File: src/rtl/reset_seq_pkg.sv
// Shared types for the reset sequencer: FSM state encoding
// and a counter-width helper.
package reset_seq_pkg;

    typedef enum logic [1:0] {
        ST_HOLD    = 2'd0,
        ST_RELEASE = 2'd1,
        ST_RUN     = 2'd2
    } state_e;

    // Width that can hold 0..bound inclusive.
    function automatic int cw(input int bound);
        return (bound < 1) ? 1 : $clog2(bound + 1);
    endfunction

endpackage

File: src/rtl/reset_seq_if.sv
// Board-facing signals of the reset sequencer: lock/button in,
// staggered channel resets and status out.
interface reset_seq_if #(
    parameter int N_OUT = 2
);
    logic             pll_lock;
    logic             btn;
    logic [N_OUT-1:0] rst_n_out;
    logic             busy;
    logic [1:0]       state;

    modport master (
        output pll_lock,
        output btn,
        input  rst_n_out,
        input  busy,
        input  state
    );

    modport slave (
        input  pll_lock,
        input  btn,
        output rst_n_out,
        output busy,
        output state
    );
endinterface

File: src/rtl/reset_seq_debounce.sv
// Button synchroniser plus stability counter; req_o is high
// while the debounced level equals POL.
module reset_seq_debounce
    import reset_seq_pkg::*;
#(
    parameter int DEBOUNCE_CYCLES = 48000,
    parameter bit POL             = 1'b0
) (
    input  logic clk,
    input  logic rst_n,
    input  logic btn_i,
    output logic req_o
);

    localparam int W = cw(DEBOUNCE_CYCLES);
    localparam logic [W-1:0] LAST = W'(DEBOUNCE_CYCLES - 1);

    logic         s1_q;
    logic         s2_q;
    logic         lvl_q;
    logic [W-1:0] cnt_q;

    always_ff @(posedge clk or negedge rst_n) begin
        if (!rst_n) begin
            s1_q  <= 1'b0;
            s2_q  <= 1'b0;
            lvl_q <= ~POL;
            cnt_q <= '0;
        end else begin
            s1_q <= btn_i;
            s2_q <= s1_q;
            // Any return to the current level restarts the count.
            if (s2_q == lvl_q) begin
                cnt_q <= '0;
            end else if (cnt_q == LAST) begin
                lvl_q <= s2_q;
                cnt_q <= '0;
            end else begin
                cnt_q <= cnt_q + 1'b1;
            end
        end
    end

    assign req_o = (lvl_q == POL);

endmodule

File: src/rtl/reset_seq.sv
// Power-on/runtime reset sequencer: waits for stable lock, then
// releases N_OUT active-low resets one per STAGGER cycles.
module reset_seq
    import reset_seq_pkg::*;
#(
    parameter int N_OUT           = 2,
    parameter int HOLD_CYCLES     = 65535,
    parameter int STAGGER         = 256,
    parameter int DEBOUNCE_CYCLES = 48000,
    parameter bit BTN_POL         = 1'b0
) (
    input  logic        clk,
    input  logic        resetn,
    reset_seq_if.slave  bus
);

    localparam int HW = cw(HOLD_CYCLES);
    localparam int SW = cw(STAGGER);
    localparam int CW = cw(N_OUT);

    localparam logic [HW-1:0] HOLD_LAST = HW'(HOLD_CYCLES - 1);
    localparam logic [SW-1:0] STAG_LAST = SW'(STAGGER - 1);
    localparam logic [CW-1:0] CH_LAST   = CW'(N_OUT - 1);

    logic             lock_s1_q;
    logic             lock_s_q;
    logic             req;
    logic             fault;
    logic             kill;
    state_e           state_q;
    logic [HW-1:0]    hold_cnt_q;
    logic [SW-1:0]    stag_cnt_q;
    logic [CW-1:0]    ch_idx_q;
    logic [N_OUT-1:0] out_q;
    logic             busy_q;

    always_ff @(posedge clk or negedge resetn) begin
        if (!resetn) begin
            lock_s1_q <= 1'b0;
            lock_s_q  <= 1'b0;
        end else begin
            lock_s1_q <= bus.pll_lock;
            lock_s_q  <= lock_s1_q;
        end
    end

    reset_seq_debounce #(
        .DEBOUNCE_CYCLES (DEBOUNCE_CYCLES),
        .POL             (BTN_POL)
    ) u_debounce (
        .clk   (clk),
        .rst_n (resetn),
        .btn_i (bus.btn),
        .req_o (req)
    );

    assign fault = !lock_s_q || req;
    // Fault outside HOLD drops every channel at once and wins
    // over a release due on the same edge.
    assign kill  = fault && (state_q != ST_HOLD);

    always_ff @(posedge clk or negedge resetn) begin
        if (!resetn) begin
            state_q    <= ST_HOLD;
            hold_cnt_q <= '0;
            stag_cnt_q <= '0;
            ch_idx_q   <= '0;
            out_q      <= '0;
            busy_q     <= 1'b1;
        end else if (kill) begin
            state_q    <= ST_HOLD;
            hold_cnt_q <= '0;
            stag_cnt_q <= '0;
            ch_idx_q   <= '0;
            out_q      <= '0;
            busy_q     <= 1'b1;
        end else begin
            unique case (state_q)
                ST_HOLD: begin
                    stag_cnt_q <= '0;
                    ch_idx_q   <= '0;
                    if (fault) begin
                        hold_cnt_q <= '0;
                    end else if (hold_cnt_q == HOLD_LAST) begin
                        hold_cnt_q <= '0;
                        if (N_OUT == 1) begin
                            out_q   <= '1;
                            busy_q  <= 1'b0;
                            state_q <= ST_RUN;
                        end else begin
                            out_q    <= N_OUT'(1);
                            ch_idx_q <= CW'(1);
                            state_q  <= ST_RELEASE;
                        end
                    end else begin
                        hold_cnt_q <= hold_cnt_q + 1'b1;
                    end
                end
                ST_RELEASE: begin
                    if (stag_cnt_q == STAG_LAST) begin
                        out_q      <= out_q | (N_OUT'(1) << ch_idx_q);
                        ch_idx_q   <= ch_idx_q + 1'b1;
                        stag_cnt_q <= '0;
                        if (ch_idx_q == CH_LAST) begin
                            busy_q  <= 1'b0;
                            state_q <= ST_RUN;
                        end
                    end else begin
                        stag_cnt_q <= stag_cnt_q + 1'b1;
                    end
                end
                ST_RUN: begin
                    out_q <= '1;
                end
                default: begin
                    state_q <= ST_HOLD;
                    out_q   <= '0;
                    busy_q  <= 1'b1;
                end
            endcase
        end
    end

    assign bus.rst_n_out = out_q;
    assign bus.busy      = busy_q;
    assign bus.state     = state_q;

endmodule

File: src/flat_wrapper.sv
// flat-port wrapper written by rule: the top's interface ports become plain ports
module reset_seq_flat import reset_seq_pkg::*;
#(
    parameter int N_OUT           = 2,
    parameter int HOLD_CYCLES     = 65535,
    parameter int STAGGER         = 256,
    parameter int DEBOUNCE_CYCLES = 48000,
    parameter bit BTN_POL         = 1'b0
)
  (clk, resetn, bus_pll_lock, bus_btn, bus_rst_n_out, bus_busy, bus_state);
  reset_seq_if #(.N_OUT(N_OUT)) bus_i ();
  input  logic clk;
  input  logic resetn;
  input wire logic [$bits(bus_i.pll_lock)-1:0] bus_pll_lock;
  input wire logic [$bits(bus_i.btn)-1:0] bus_btn;
  output wire logic [$bits(bus_i.rst_n_out)-1:0] bus_rst_n_out;
  output wire logic [$bits(bus_i.busy)-1:0] bus_busy;
  output wire logic [$bits(bus_i.state)-1:0] bus_state;
  assign bus_i.pll_lock = bus_pll_lock;
  assign bus_i.btn = bus_btn;
  assign bus_rst_n_out = bus_i.rst_n_out;
  assign bus_busy = bus_i.busy;
  assign bus_state = bus_i.state;
  reset_seq #(.N_OUT(N_OUT), .HOLD_CYCLES(HOLD_CYCLES), .STAGGER(STAGGER), .DEBOUNCE_CYCLES(DEBOUNCE_CYCLES), .BTN_POL(BTN_POL)) u_core (.clk(clk), .resetn(resetn), .bus(bus_i));
endmodule
File: config.mk
export PLATFORM = sky130hd
export DESIGN_NAME = reset_seq_flat
export DESIGN_NICKNAME = d
export VERILOG_FILES = /design/src/rtl/reset_seq_pkg.sv /design/src/rtl/reset_seq_if.sv /design/src/rtl/reset_seq_debounce.sv /design/src/rtl/reset_seq.sv /design/src/flat_wrapper.sv
export SDC_FILE = /design/constraint.sdc
export NUM_CORES = 1
export LEC_CHECK = 0
export CORE_MARGIN = 5
export CORE_UTILIZATION = 63
export DETAILED_ROUTE_END_ITERATION = 8
export DONT_BUFFER_PORTS = 1
export PLACE_DENSITY = 0.79
export SLEW_MARGIN = 40
export SYNTH_ARGS = -nofsm -noshare
export SYNTH_HDL_FRONTEND = slang
export SYNTH_HIERARCHICAL = 1
export SYNTH_SLANG_ARGS = --single-unit
export TNS_END_PERCENT = 30
File: constraint.sdc
create_clock -name clk -period 2.2 [get_ports clk]
set_input_delay 0.44 -clock clk [delete_from_list [all_inputs] [get_ports clk]]
set_output_delay 0.44 -clock clk [all_outputs]
set_load 0.01 [all_outputs]
==> results.md, run 1 <==
- Area contributors post-synth: dfrtp_1 (45%), nor2_1 (4.9%), xnor2_1 (4.6%), nand3_1 (3.5%), nand2_1 (3.3%)
- Rel. slew slack: 53.80%
- Synth Instances: 287
- Area leader, netlist: dfrtp_1
- Post-DP HPWL: 3854 um
- Routed wl met3: 256 um
- Max Fclk: 0.5339 GHz
- Setup CP Type: flip-flop to flip-flop
- Final Setup Violations: 0
- Worst-path fanout max: 6
- CTS clk-pin slew, worst paths: 0.10 ns
- IO Count: 9
- Tightest Pin Transition: 0.6871 ns
- Post-synth EDFFs: 0
- Synthesized area: 2850 um^2
- Fraction of layout cells with a size suffix above 1: 12.63%
- Clk_skew: 0.01266 ns
- Maximum vdd drop: 0.4105 mV
- First drt pass iteration count: 4
- Worst Hold End: u_core/u_debounce/s1_q
- Reg-to-reg startpoint: u_core/stag_cnt_q[0]
- Die W: 77.26 um
- H-tree level count: 2
- Power per standard cell area: 520.5 nW/um^2
- Min Tclk post-route: 1.873 ns
- Mapped Avg Cell Area: 9.931 um^2
- Fin crit share: 85.13%
- Max Used Layer: met4
- DRC: 0
- Most common cell in the synthesized netlist: dfrtp_1
- Antenna diode count: 0
- ANT nets after route: 0
- Worst Hold Class: input port to flip-flop
- Worst skew pair latency: 0.31 ns
- Min-delay src: bus_btn
- Initial Util: 65.01%
- Synth top area share: 44.78%
- Crit-path cells: ha_1, nand4b_1, o31ai_1, o21ai_0, nand2_1, o31ai_1
- Max stage delay cell, worst path: o31ai_1
- First-pass GRT wire length: 9377 um
- FFs w/ async S/R, synth: 100.0%
- Crit-path max cell delay: 0.60 ns
- Worst setup EP type: flip-flop
- Synth Register Bits: 53
- Synth Warn #: 6
- Cell Rows: 24
- Hold Crit Depth: 0
- Area delta synth->final: 6.321%
- Initial antenna violation count: 0
- DR WL/cell: 15.65 um
- First DRT Iteration DRCs: 128
- Fin. Hold Viols: 0
- Post-Place Setup Slack: 0.3810 ns
- CTS-repair resized insts: 0
- Port Buffers: 0
- CTS Sinks: 53
- Detailed-route wire length: 5399 um
- Global route total overflow: 0
- Vias in the first global route: 2057
- Postcts setup bufs: 0
- Pins Over Slew Limit: 0
- CP Launch Type: flip-flop
- Top cells by count, synth: dfrtp_1 (51), nor2_1 (37), nand2_1 (25), nand3_1 (20), xnor2_1 (15)
- Crit path DAT: 2.05 ns
- Clock root cell: clkbuf_8
- NumNets Final: 302
- Clock tree from TritonCTS: yes
- Hold slack: 0.1424 ns
- Largest net degree at the start of global routing: 54
- RD Place Congestion: 0.8032
- Hold_buf cts: 2
- Dpl cells: 335
- Power after layout: 1577 uW
- Max_cap viols: 0
- CP most frequent cell: o31ai_1
- RSZ-0062 raised after global routing: no
- Routed vias: 2107
- Netlist cell types: 55
- Reg2reg end: u_core/stag_cnt_q[3]
- Synth Net Count: 297
- Routed wl met2: 2637 um
- Slack of the worst reg-to-reg path: 0.33 ns
- Final setup margin: 0.3271 ns
- DRT met1 WL: 2461 um
- LEAKAGE: 0.001215 uW
- Gr usage total: 19.01%
- Status: finished, final reports clean
- # fillers: 341
- Ys flop type: dfrtp_1
- Worst EP required: 2.37 ns
- Via density: 6.107
- Die Footprint: 5969 um^2
- TritonCTS buffer count: 5
- Post-synthesis sequential area ratio: 46.62%
- Clock Tree Buf Depth: 2
- Reg2reg path depth: 6
- Core Box Area: 4384 um^2
- Die height: 77.26 um
- Post-Layout Cell Count: 345
- Setup TNS: 0 ns
## worst max-delay path: cells and delay by family (launching register included)
kind	cells	cell delay, ns
AOI/OAI and AO/OA	3	0.86
DFF	1	0.41
and+or+nand+nor	2	0.24
adders and majority gates	1	0.22
## metal layers
| metal | vias to the layer above | global-route usage, % |
|---|---|---|
| li1 | 1036 | - |
| met1 | 1022 | 25.38 |
| met2 | 43 | 30.81 |
| met3 | 6 | 4.567 |
| met4 | 0 | 5.326 |
| met5 | - | 0 |
## registers in the layout, summed over array words and instances (netlist names), 2 cells and up
signal and cells:
u_core/bus.rst_n_out 2, u_core/bus.state 2, u_core/u_debounce/cnt_q 16, u_core/ch_idx_q 2, u_core/hold_cnt_q 16, u_core/stag_cnt_q 9
## where the power goes
part | switching (uW) | internal [uW]
registers | 6.48 | 982
logic | 27.7 | 12.6
clock network | 323 | 226
total | 357 | 1220
## worst max path at each step
stage	start	endpoint	depth (start not counted)
4_1_cts	u_core/stag_cnt_q[0]	u_core/stag_cnt_q[3]	6
3_5_place_dp	u_core/u_debounce/lvl_q	u_core/hold_cnt_q[6]	5
6_report	u_core/stag_cnt_q[0]	u_core/stag_cnt_q[3]	6
5_1_grt	u_core/stag_cnt_q[0]	u_core/stag_cnt_q[3]	6
3_3_place_gp	u_core/stag_cnt_q[0]	u_core/stag_cnt_q[3]	6
2_1_floorplan	u_core/u_debounce/lvl_q	u_core/hold_cnt_q[3]	5
## cells by family (layout without fill, tap and decap cells)
logic type                 Yosys count  in the layout  share of synthesized area (%)
muxes                                6              6                          2.195
and+or+nand+nor                    131            131                          25.77
DFF                                 53             53                          46.62
xor gates and xnor gates            20             20                          6.146
buffers and inverters               23             29                          3.731
AOI/OAI and AO/OA                   48             48                          12.91
adders and majority gates            6              6                          2.634
## stage by stage
stage	area [um^2]	util, %
floorplan	2850	-
global placement	2903	66.21
detailed placement	2903	66.21
CTS	3030	69.12
global route	3030	69.12
finish	3030	69.12
## layout by cell type (no fill, tap or decap), types with 3 or more instances in the layout
cell type / instances
ha_1: 6
nor2_2: 4
nor3_1: 5
mux2i_1: 4
nand3_1: 20
a21oi_1: 11
xor2_1: 5
nor4_2: 3
and3_1: 6
o311ai_1: 4
nand2b_1: 3
o211a_1: 3
o31ai_1: 4
buf_4: 6
clkbuf_8: 5
xnor2_1: 15
nand2_1: 25
nor2_1: 37
o21ai_0: 5
o311ai_0: 3
a22oi_1: 3
nand4_1: 11
dfrtp_1: 51
inv_1: 13
## final cells by class
type	count	area (um^2)	area share, %
inverters	13	48.80	1.610
clock inverters	3	21.27	0.7019
multi-input cells	211	1415	46.70
flip-flops and latches	53	1329	43.85
clock buffers	5	68.82	2.271
repair buffers	8	82.58	2.725
well taps	52	65.06	2.147
No activity file was read; power rests on OpenSTA's default activity.
==> run 2: changes to the inputs <==
- CORE_ASPECT_RATIO: not set -> 1.25
==> results.md, run 2 (synthesized netlist as in run 1, its figures left out) <==
- Status: finished, final reports clean
- Worst-path fanout max: 6
- Min-delay src: bus_btn
- Rel. slew slack: 53.23%
- Clk_skew: 0.01085 ns
- Post-DP HPWL: 3695 um
- Largest net degree at the start of global routing: 54
- First-pass GRT wire length: 9577 um
- Hold Crit Depth: 0
- Initial antenna violation count: 0
- ANT nets after route: 0
- Die height: 85.20 um
- Min Tclk post-route: 1.861 ns
- TritonCTS buffer count: 5
- Worst setup EP type: flip-flop
- Max Fclk: 0.5375 GHz
- NumNets Final: 302
- Clock tree from TritonCTS: yes
- Post-route cell area: 3045 um^2
- Vias in the first global route: 2106
- Crit path DAT: 2.04 ns
- Largest registers: u_core/hold_cnt_q: 16 flops, u_core/u_debounce/cnt_q: 16 flops, u_core/stag_cnt_q: 9 flops
- First drt pass iteration count: 4
- Crit-path cells: ha_1, nand4b_1, o31ai_1, o21ai_0, nand2_1, o31ai_1
- Reg-to-reg startpoint: u_core/stag_cnt_q[0]
- Tightest Pin Transition: 0.6956 ns
- Via density: 6.108
- Fin. Hold Viols: 0
- Gr usage total: 19.55%
- DRC: 0
- Initial Util: 64.90%
- Worst skew pair latency: 0.31 ns
- Global route total overflow: 0
- Most frequent cells in the layout: dfrtp_1 (51), nor2_1 (37), nand2_1 (25), nand3_1 (20), xnor2_1 (15)
- IO Count: 9
- H-tree level count: 2
- Fin crit share: 84.57%
- Max stage delay cell, worst path: o31ai_1
- Postcts setup bufs: 0
- Setup CP Type: flip-flop to flip-flop
- Crit-path max cell delay: 0.60 ns
- Fraction of layout cells with a size suffix above 1: 12.63%
- Die W: 70.16 um
- Area of placed instances: 2910 um^2
- Worst Hold End: u_core/u_debounce/s1_q
- Clock root cell: clkbuf_8
- Slack of the worst reg-to-reg path: 0.34 ns
- RSZ-0062 raised after global routing: no
- LEAKAGE: 0.001223 uW
- Commonest non-fill, non-tap cell in the layout: dfrtp_1
- Routed vias: 2144
- Die Footprint: 5978 um^2
- CTS Sinks: 53
- Pins Over Slew Limit: 0
- Area delta synth->final: 6.848%
- CP most frequent cell: o31ai_1
- Worst EP required: 2.37 ns
- DR WL/cell: 15.13 um
- RD Place Congestion: 0.8092
- Reg2reg end: u_core/stag_cnt_q[3]
- Cell Rows: 27
- Detailed-route wire length: 5311 um
- Core Box Area: 4392 um^2
- Final Setup Violations: 0
- Port Buffers: 0
- Reg2reg path depth: 6
- Maximum vdd drop: 0.4055 mV
- Hold slack: 0.1457 ns
- Setup TNS: 0 ns
- First DRT Iteration DRCs: 98
- Clock Tree Buf Depth: 2
- Power per standard cell area: 529.2 nW/um^2
- Core Util, Final: 69.34%
- Max_cap viols: 0
- Worst Hold Class: input port to flip-flop
- CP Launch Type: flip-flop
- CTS clk-pin slew, worst paths: 0.11 ns
- Antenna diode count: 0
-- run 2: cell count changes in the layout (fill, tap and decap cells not counted) --
cell	change
clkinv_2	-1
inv_8	+1
clkinvlp_4	-1
clkinv_4	+1
-- run 2: how the worst max path moves through the flow --
stage,endpoint,start,cells after the start
4_1_cts,u_core/stag_cnt_q[3],u_core/stag_cnt_q[0],6
3_3_place_gp,u_core/stag_cnt_q[3],u_core/stag_cnt_q[0],6
6_report,u_core/stag_cnt_q[3],u_core/stag_cnt_q[0],6
2_1_floorplan,u_core/hold_cnt_q[3],u_core/u_debounce/lvl_q,5
5_1_grt,u_core/stag_cnt_q[3],u_core/stag_cnt_q[0],6
3_5_place_dp,u_core/stag_cnt_q[3],u_core/stag_cnt_q[0],6
-- run 2: worst max-delay path, delay by kind of cell, from the launching register on --
family                     cells  cell delay, ns
AOI/OAI and AO/OA              3            0.85
adders and majority gates      1            0.23
DFF                            1            0.42
and+or+nand+nor                2            0.23
-- run 2: layout make-up --
class                           count  area [um^2]
Timing Repair Buffer                8        82.58
Tap cell                           58        72.57
Clock inverter                      3        28.78
Fill cell                         328         1346
Multi-Input combinational cell    211         1415
Inverter                           13        48.80
Sequential cell                    53         1329
Clock buffer                        5        68.82
-- run 2: per-layer routing --
metal / global-route usage (%) / part of all wire [%]
met1: 25.13 / 45
met2: 32.50 / 50
met3: 5.095 / 4.0
met4: 5.923 / 0.94
met5: 0 / 0
-- run 2: metrics by stage --
stage / power [uW] / instances / setup slack, ns
final: 1612 / 351 / 0.3394
after CTS: 1631 / 351 / 0.3208
after detailed placement: 1023 / 341 / 0.3302
after floorplan: 1020 / 287 / 0.5984
after global placement: 1021 / 341 / 0.4002
after global routing: 1683 / 351 / 0.08168
-- run 2: power by group --
group	switching [uW]	leakage, uW	total, uW	internal, uW
registers	6.22	0.000722	988	982
logic	28.3	0.000450	41.0	12.7
clock network	344	0.0000506	583	239
-- run 2: repair_timing --
item	in CTS	in global routing
hold buffers	2	0
resized for setup	0	0
hold endpoints to repair	53	0
==> run 3: changes to the inputs <==
- clock period: 2.2 -> 1.9 ns (I/O delays scaled with it)
==> results.md, run 3 (synthesized netlist as in run 1, its figures left out) <==
- Vias in the first global route: 2120
- Routed vias: 2083
- Max Fclk: 0.5761 GHz
- Max stage delay cell, worst path: dfrtp_1
- Cell Rows: 27
- Final setup margin: 0.1643 ns
- Clk_skew: 0.006731 ns
- Postcts setup bufs: 0
- Clock root cell: clkbuf_8
- Worst EP required: 2.14 ns
- Core Util, Final: 70.06%
- Maximum vdd drop: 0.3566 mV
- Port Buffers: 0
- Fin. Hold Viols: 0
- Sequential group share of total power: 62.3%
- Initial Util: 64.90%
- Worst skew pair latency: 0.30 ns
- Gr usage total: 20.37%
- Largest registers: u_core/hold_cnt_q: 16 flops, u_core/u_debounce/cnt_q: 16 flops, u_core/stag_cnt_q: 9 flops
- Die Footprint: 5978 um^2
- Detailed-route wire length: 5420 um
- Clock tree from TritonCTS: yes
- Initial antenna violation count: 0
- Die W: 70.16 um
- Post-Place Setup Slack: 0.09460 ns
- Power per standard cell area: 596.8 nW/um^2
- Worst setup EP type: flip-flop
- Worst-path fanout max: 9
- First drt pass iteration count: 4
- Global route total overflow: 0
- Die height: 85.20 um
- Crit-path cells: or2_1, a211oi_4, and3_1, xor2_1, o211a_1
- Setup CP Type: flip-flop to flip-flop
- H-tree level count: 2
- Clk pwr share: 35.2%
- Status: finished, final reports clean
- CP Launch Type: flip-flop
- # fillers: 353
- TritonCTS buffer count: 5
- Setup TNS: 0 ns
- LEAKAGE: 0.001227 uW
- Largest delay contributor family on the critical path: simple AND/OR/NAND/NOR gates
- Hold slack: 0.1019 ns
- First-pass GRT wire length: 9942 um
- DRC: 0
- WP buf/inv: 0
- Tightest Pin Transition: 0.4498 ns
- Commonest non-fill, non-tap cell in the layout: dfrtp_1
- Final Setup Violations: 0
- Int Power: 1448 uW
- Via density: 5.901
- NumNets Final: 304
- Net Sw Power: 388.5 uW
- Post-DP HPWL: 3786 um
- Gate power share: 2.5%
- Worst Hold Class: input port to flip-flop
- Crit path DAT: 1.98 ns
- Crit-path max cell delay: 0.45 ns
- RSZ-0062 raised after global routing: no
- DR WL/cell: 15.35 um
- IO Count: 9
- CTS clk-pin slew, worst paths: 0.09 ns
- Fraction of layout cells with a size suffix above 1: 13.56%
- Dpl cells: 343
- Most frequent cells in the layout: dfrtp_1 (51), nor2_1 (37), nand2_1 (25), nand3_1 (20), xnor2_1 (15)
- ANT nets after route: 0
- Core Box Area: 4392 um^2
- CTS Sinks: 53
- Pins Over Slew Limit: 0
- RD Place Congestion: 0.8326
- Antenna diode count: 0
- Sw Ratio: 21.16%
- Min Tclk post-route: 1.736 ns
- Area delta synth->final: 7.946%
- Fin crit share: 91.35%
- Largest net degree at the start of global routing: 54
- Rel. slew slack: 69.60%
- Clock Tree Buf Depth: 2
- Max_cap viols: 0
- Post-Layout Cell Count: 353
- First DRT Iteration DRCs: 73
## run 3: path summary, 6_finish.rpt
path / start / to / slack, ns / depth (start not counted)
max in group asynchronous: resetn / u_core/bus.busy / 1.03 / 2
worst min register to register: u_core/lock_s1_q / u_core/lock_s_q / 0.36 / 0
min in group asynchronous: resetn / u_core/stag_cnt_q[6] / 0.59 / 2
worst max-delay path: u_core/bus.state[1] / u_core/hold_cnt_q[10] / 0.16 / 5
worst max register to register: u_core/bus.state[1] / u_core/hold_cnt_q[10] / 0.16 / 5
worst min-delay path: bus_btn / u_core/u_debounce/s1_q / 0.10 / 0
## run 3: stage by stage
stage               area, um^2  power [uW]
floorplan                 2850        1182
global placement          2938        1183
detailed placement        2938        1184
CTS                       3069        1866
global route              3077        1927
finish                    3077        1836
## run 3: layout make-up
class                           instances  area (um^2)  area share (%)
Clock buffer                            7        86.33           2.806
Clock inverter                          1        7.507          0.2440
Inverter                               13        48.80           1.586
Multi-Input combinational cell        211         1423           46.24
Sequential cell                        53         1329           43.19
Tap cell                               58        72.57           2.359
Timing Repair Buffer                   10        110.1           3.579
## run 3: routing by layer
| metal | routed length [um] | share of wire [%] | vias up | global-route usage, % |
|---|---|---|---|---|
| li1 | - | - | 1054 | - |
| met1 | 2464 | 45 | 982 | 26.48 |
| met2 | 2629 | 49 | 34 | 33.19 |
| met3 | 191 | 3.5 | 13 | 4.976 |
| met4 | 134 | 2.5 | 0 | 7.317 |
| met5 | 0 | 0 | - | 0 |
## run 3: repair_timing
action	CTS	global route
resized for setup	0	3
hold buffers	2	0
endpoints found under the hold margin	53	0
setup endpoints to repair	0	4
## run 3: worst reg2reg max path, cell delays in order (launching register included)
cell and delay, ns:
dfrtp_1 0.45, or2_1 0.39, a211oi_4 0.33, and3_1 0.20
xor2_1 0.15, o211a_1 0.16
## run 3: power groups by stage
stage               clock network, uW  registers (uW)  logic [uW]
floorplan                           0            1160        16.9
global placement                    0            1170        17.2
detailed placement                  0            1170        17.1
CTS                               673            1140        48.5
global route                      727            1150        53.9
finish                            646            1140        46.0
